File: config.mk
export PLATFORM = sky130hd
export DESIGN_NAME = lut_interp_sequencer
export DESIGN_NICKNAME = d
export VERILOG_FILES = /design/src/rtl/lut_interp_sequencer_pkg.sv /design/src/rtl/lut_interp_sequencer.sv
export SDC_FILE = /design/constraint.sdc
export NUM_CORES = 1
export LEC_CHECK = 0
export BUFFER_PORTS_ARGS = -buffer_cell sky130_fd_sc_hd__buf_2
export CAP_MARGIN = 10
export CORE_AREA = 5 5 79 81
export CTS_CLUSTER_DIAMETER = 40
export DETAILED_ROUTE_END_ITERATION = 10
export DIE_AREA = 0 0 84 86
export GPL_ROUTABILITY_DRIVEN = 1
export GPL_TIMING_DRIVEN = 0
export SYNTH_ARGS = -nofsm -noshare
export SYNTH_HDL_FRONTEND = slang
export SYNTH_SLANG_ARGS = --single-unit
File: constraint.sdc
create_clock -name clk -period 2.45 [get_ports clk]
set_input_delay 0.1225 -clock clk [delete_from_list [all_inputs] [get_ports clk]]
set_output_delay 0.1225 -clock clk [all_outputs]
set_load 0.05 [all_outputs]
File: src/rtl/lut_interp_sequencer_pkg.sv
// Shared definitions for the activation-function LUT interpolator path.
// idx_of() is also used by the LUT generator, so keep the mapping here.
package lut_interp_sequencer_pkg;

    localparam int DATA_W_DEF = 8;
    localparam int FRAC_W_DEF = 4;

    typedef enum logic [2:0] {
        IDLE    = 3'd0,
        RD_BASE = 3'd1,
        RD_NEXT = 3'd2,
        WAIT    = 3'd3,
        OUT     = 3'd4
    } state_t;

    // Signed integer part of x, offset to unsigned by flipping its MSB.
    function automatic logic [31:0] idx_of(input logic [31:0] x,
                                           input int data_w,
                                           input int frac_w);
        logic [31:0] mask;
        logic [31:0] msb;
        mask   = (32'd1 << (data_w - frac_w)) - 32'd1;
        msb    = 32'd1 << (data_w - frac_w - 1);
        idx_of = ((x >> frac_w) & mask) ^ msb;
    endfunction

endpackage

File: src/rtl/lut_interp_sequencer.sv
// Splits x into LUT index / remainder, reads table[idx] and table[idx+1] from an
// external synchronous ROM and hands the operands to the interpolator (4-cycle latency).
module lut_interp_sequencer
    import lut_interp_sequencer_pkg::*;
#(
    parameter int DATA_W = DATA_W_DEF,
    parameter int FRAC_W = FRAC_W_DEF
) (
    input  logic                     clk,
    input  logic                     rst,
    input  logic                     in_valid,
    output logic                     in_ready,
    input  logic [DATA_W-1:0]        in_x,
    output logic                     rom_rd,
    output logic [DATA_W-FRAC_W-1:0] rom_addr,
    input  logic [DATA_W-1:0]        rom_data,
    output logic                     out_valid,
    input  logic                     out_ready,
    output logic [DATA_W-1:0]        base,
    output logic [DATA_W-1:0]        next_data,
    output logic [DATA_W-1:0]        change,
    output logic [DATA_W-1:0]        remaining
);

    localparam int ADDR_W = DATA_W - FRAC_W;

    state_t              state;
    logic [ADDR_W-1:0]   idx;
    logic [ADDR_W-1:0]   idx_x;
    logic [ADDR_W-1:0]   idx_sat;
    logic [DATA_W-1:0]   rem_x;
    logic [31:0]         idx_wide;

    assign idx_wide = idx_of(32'(in_x), DATA_W, FRAC_W);
    assign idx_x    = idx_wide[ADDR_W-1:0];
    assign rem_x    = {{(DATA_W-FRAC_W){1'b0}}, in_x[FRAC_W-1:0]};
    // The top entry re-reads itself so next_data == base there.
    assign idx_sat  = (idx == {ADDR_W{1'b1}}) ? idx : idx + 1'b1;

    assign in_ready = (state == IDLE) || ((state == OUT) && out_ready);

    always_ff @(posedge clk) begin
        if (rst) begin
            state     <= IDLE;
            idx       <= '0;
            rom_rd    <= 1'b0;
            rom_addr  <= '0;
            out_valid <= 1'b0;
            base      <= '0;
            next_data <= '0;
            change    <= '0;
            remaining <= '0;
        end else begin
            case (state)
                IDLE: begin
                    if (in_valid) begin
                        state     <= RD_BASE;
                        idx       <= idx_x;
                        remaining <= rem_x;
                        rom_rd    <= 1'b1;
                        rom_addr  <= idx_x;
                    end
                end
                RD_BASE: begin
                    state    <= RD_NEXT;
                    rom_addr <= idx_sat;
                end
                RD_NEXT: begin
                    base   <= rom_data;
                    rom_rd <= 1'b0;
                    state  <= WAIT;
                end
                WAIT: begin
                    next_data <= rom_data;
                    change    <= rom_data - base;
                    out_valid <= 1'b1;
                    state     <= OUT;
                end
                OUT: begin
                    if (out_ready) begin
                        out_valid <= 1'b0;
                        if (in_valid) begin
                            state     <= RD_BASE;
                            idx       <= idx_x;
                            remaining <= rem_x;
                            rom_rd    <= 1'b1;
                            rom_addr  <= idx_x;
                        end else begin
                            state <= IDLE;
                        end
                    end
                end
                default: state <= IDLE;
            endcase
        end
    end

endmodule

==> impl_metrics.json <==
{
  "cts_max_level": 2,
  "post-dp-hpwl_mm": 3.65,
  "cts_num_sinks": 41,
  "ctsRootBufferMaster": "sky130_fd_sc_hd__clkbuf_8",
  "power.clock.fraction_pct": 31.4,
  "max_slew.worst_pin.slew_ps": 588,
  "power.ir.vdd_worst_mv": 0.345,
  "switchingPower_mw": 0.579,
  "pin_count_of_the_biggest_net_entering_global_routing": 14,
  "1st_iter_drt_viols": 79,
  "synth.largest_area_cell": "sky130_fd_sc_hd__dfxtp_1",
  "regToRegEndpoint": "change[4]",
  "finish.net_count": 340,
  "intPower_mw": 1.16,
  "clock_insertion_delay_worst_skew_ps": 300,
  "drc": 0,
  "drv.max_cap_violation_count": 0,
  "timing.final.setup_violations": 0,
  "synthesis.yosys.warnings": 0,
  "p_leak_nw": 1.10,
  "place.detailed.instances": 376,
  "setup_tns_ps": 0,
  "netlist_top_cells_area": "sky130_fd_sc_hd__dfxtp_1, sky130_fd_sc_hd__a21oi_1, sky130_fd_sc_hd__nand2_1, sky130_fd_sc_hd__ha_1, sky130_fd_sc_hd__nor2_1",
  "final.setup.worst_slack_ps": 620,
  "gr-usage-all-layers_pct": 14.2,
  "ys_async_sr_fraction_pct": 0,
  "timing.critical_path.fanout_max": 3,
  "max_freq_mhz": 546,
  "finalMaxSlewViolations": 0,
  "seq_power_share_pct": 42.3,
  "timing.critical_path.slowest_cell_delay_ps": 400,
  "r2r_start": "base[0]",
  "ant_nets": 0,
  "period_minus_slack_ps": 1830,
  "ctsResizeCount": 0,
  "netlist_instances": 247,
  "slew-limit-headroom_pct": 60.8,
  "post_synth_num_cell_types": 46,
  "dominantRegCellSynth": "sky130_fd_sc_hd__dfxtp_1",
  "route.vias.total": 1863,
  "rsz0062_at_grt": "false",
  "cp-end-kind": "register",
  "layout_cell_area_excl_fill_sq_um": 2500,
  "worst_clock_skew_ps": 9.86,
  "status": "completed",
  "grt_overflow_total": 0,
  "min_delay_worst_endpoint": "remaining[2]",
  "die-area_sq_um": 7220,
  "type_of_origin_of_the_critical_path": "register",
  "port-buffer-count": 54,
  "grt_first_pass_wirelength_mm": 8.38,
  "finish.cell_count_without_fillers": 384,
  "route.detailed.wl_per_inst_microns": 12.5,
  "regToRegSetupSlack_ps": 620,
  "detail_route.first_pass.iterations": 4,
  "crit_path_cell_trace": "ha_1 -> inv_1 -> fa_1 -> a21o_1 -> a21oi_1 -> xor2_1 -> o31ai_1",
  "power-per-cell-area_nw_per_um2": 695,
  "postPlaceCellArea_sq_um": 2390,
  "grt_antenna_before_repair": 0,
  "ctsLongestPathBuffers": 2,
  "antenna_cells": 0,
  "floorplan.initialDensity_pct": 37.3,
  "post-cts-setup-buffers": 0,
  "synth.avg_cell_area_sq_um": 8.16,
  "worst_ep_arrival_ps": 2000,
  "floorplan.io_pins": 59,
  "min-delay-start": "in_x[2]",
  "first_global_vias": 1798,
  "postSynthRegisterBits": 41,
  "clkTransAtPathRegs_ps": 80,
  "report.power.total_mw": 1.74,
  "slowest_stage": "sky130_fd_sc_hd__fa_1",
  "chipWidth_microns": 84,
  "post-synth-top-area-fraction_pct": 40.7,
  "synthToLayoutAreaGrowth_pct": 24.0,
  "cts_hold_buffers": 0,
  "totalWireLength_mm": 4.82,
  "hold_path_depth": 3,
  "hold_path_class": "in2reg",
  "worst_ep_required_time_ps": 2620,
  "power.combinational.fraction_pct": 26.2,
  "via_per_inst": 4.85,
  "yosysSeqAreaShare_pct": 40.7,
  "r2r_cells": 7,
  "endpoints_failing_hold": 0,
  "core_sq_um": 5410,
  "cts-buffers-inserted": 5,
  "routabilityCongestion": 0.824,
  "netSwitchingFraction_pct": 33.4,
  "drive_above_1_share_pct": 26.0,
  "placement_rows": 27,
  "fp.dieH_microns": 86,
  "cts_tree": "built",
  "placement.setup.worst_slack_ps": 637,
  "finalCritPeriodShare_pct": 74.7,
  "critical_path_class": "reg2reg",
  "synth_enable_flop_cells": 0,
  "synth_area_sq_um": 2020
}
==> area by class of cell <==
cell class | instances | area [sq um]
timing repair buffer | 54 | 270
inverter | 12 | 45.0
fill | 585 | 2910
buffer | 17 | 110
clock inverter | 2 | 38.8
multi-input combinational | 180 | 1050
clock buffer | 6 | 72.6
sequential | 41 | 821
tap | 72 | 90.1
==> stage by stage <==
| stage | hold WS, ps | util, % |
|---|---|---|
| 2_1_floorplan | 259 | - |
| 3_3_place_gp | 370 | 44.2 |
| 3_5_place_dp | 373 | 44.2 |
| 4_1_cts | 53.5 | 46.2 |
| 5_1_grt | 56.6 | 46.2 |
| 6_report | 61.4 | 46.2 |
==> power groups by stage <==
stage               clock network, mW  registers [mW]  logic, mW
floorplan                           0           0.866      0.234
global placement                    0           0.751      0.456
detailed placement                  0           0.752      0.458
CTS                             0.562           0.736      0.460
global route                    0.594           0.742      0.504
finish                          0.546           0.736      0.456
==> synthesized netlist by cell type (2+ instances only) <==
| master | count |
|---|---|
| sky130_fd_sc_hd__dfxtp_1 | 41 |
| sky130_fd_sc_hd__nand2_1 | 37 |
| sky130_fd_sc_hd__a21oi_1 | 31 |
| sky130_fd_sc_hd__nor2_1 | 26 |
| sky130_fd_sc_hd__inv_1 | 12 |
| sky130_fd_sc_hd__nand3_1 | 10 |
| sky130_fd_sc_hd__ha_1 | 8 |
| sky130_fd_sc_hd__nor3_1 | 8 |
| sky130_fd_sc_hd__buf_4 | 7 |
| sky130_fd_sc_hd__o21ai_0 | 7 |
| sky130_fd_sc_hd__a211oi_1 | 5 |
| sky130_fd_sc_hd__a31oi_1 | 4 |
| sky130_fd_sc_hd__buf_2 | 3 |
| sky130_fd_sc_hd__clkbuf_1 | 3 |
| sky130_fd_sc_hd__nand2b_1 | 3 |
| sky130_fd_sc_hd__or3_1 | 3 |
| sky130_fd_sc_hd__xnor2_1 | 3 |
| sky130_fd_sc_hd__a311oi_1 | 2 |
| sky130_fd_sc_hd__buf_6 | 2 |
| sky130_fd_sc_hd__mux2i_1 | 2 |
| sky130_fd_sc_hd__nor2b_1 | 2 |
| sky130_fd_sc_hd__nor4b_1 | 2 |
| sky130_fd_sc_hd__or2_2 | 2 |
| sky130_fd_sc_hd__xor2_1 | 2 |
==> cells in the final DEF, fill, tap and decap left out, types with 2 or more instances in the layout <==
cell type / count
sky130_fd_sc_hd__nand2b_1: 3
sky130_fd_sc_hd__a31oi_1: 4
sky130_fd_sc_hd__nand3_1: 10
sky130_fd_sc_hd__ha_1: 8
sky130_fd_sc_hd__buf_4: 7
sky130_fd_sc_hd__mux2i_1: 2
sky130_fd_sc_hd__inv_1: 12
sky130_fd_sc_hd__nor3_1: 8
sky130_fd_sc_hd__clkbuf_1: 4
sky130_fd_sc_hd__buf_6: 2
sky130_fd_sc_hd__or3_1: 3
sky130_fd_sc_hd__nor4b_1: 2
sky130_fd_sc_hd__a21oi_1: 31
sky130_fd_sc_hd__buf_2: 57
sky130_fd_sc_hd__xor2_1: 2
sky130_fd_sc_hd__dfxtp_1: 41
sky130_fd_sc_hd__nor2_1: 26
sky130_fd_sc_hd__a311oi_1: 2
sky130_fd_sc_hd__clkbuf_8: 5
sky130_fd_sc_hd__o21ai_0: 7
sky130_fd_sc_hd__conb_1: 4
sky130_fd_sc_hd__nand2_1: 37
sky130_fd_sc_hd__or2_2: 2
sky130_fd_sc_hd__a211oi_1: 5
sky130_fd_sc_hd__nor2b_1: 2
sky130_fd_sc_hd__xnor2_1: 3
==> how the worst max path moves through the flow <==
stage / from / to / slack [ps] / cells past startpoint
after CTS: base[0] / change[4] / 610 / 7
after detailed placement: base[0] / change[4] / 640 / 7
after global routing: base[0] / change[4] / 490 / 7
after global placement: base[0] / change[4] / 680 / 7
final: base[0] / change[4] / 620 / 7
after floorplan: base[0] / change[4] / 440 / 7
==> worst max-delay path, delay by kind of cell (launching register included) <==
family | cells | cell delay (ps)
flops | 1 | 360
fa+ha+maj | 2 | 620
xor+xnor | 1 | 190
compound gates | 3 | 460
buf+inv | 1 | 70
==> registers in the layout, indices dropped and copies added (netlist names) <==
name and count:
base 8, change 8, idx 4, next_data 8
out_valid 1, remaining 4, rom_addr 4, rom_rd 1
state 3
==> routing by layer <==
| metal | share of wire, % | up-vias | GRT usage [%] |
|---|---|---|---|
| li1 | - | 966 | - |
| met5 | 0 | - | 0 |
| met1 | 47 | 842 | 18.9 |
| met3 | 6.6 | 7 | 4.32 |
| met2 | 45 | 48 | 22.6 |
| met4 | 1.1 | 0 | 3.51 |
==> cells by family after synthesis <==
| group | Yosys count | synth area share (%) |
|---|---|---|
| other | 1 | 0.186 |
| multiplexers | 2 | 0.993 |
| buffers and inverters | 29 | 7.70 |
| flip-flops | 41 | 40.7 |
| AND/OR/NAND/NOR | 103 | 25.6 |
| XOR/XNOR | 5 | 2.17 |
| adder cells (fa/ha/maj) | 9 | 5.96 |
| AO/OA/AOI/OAI | 57 | 16.6 |
Power figures use the tool's default switching activity.
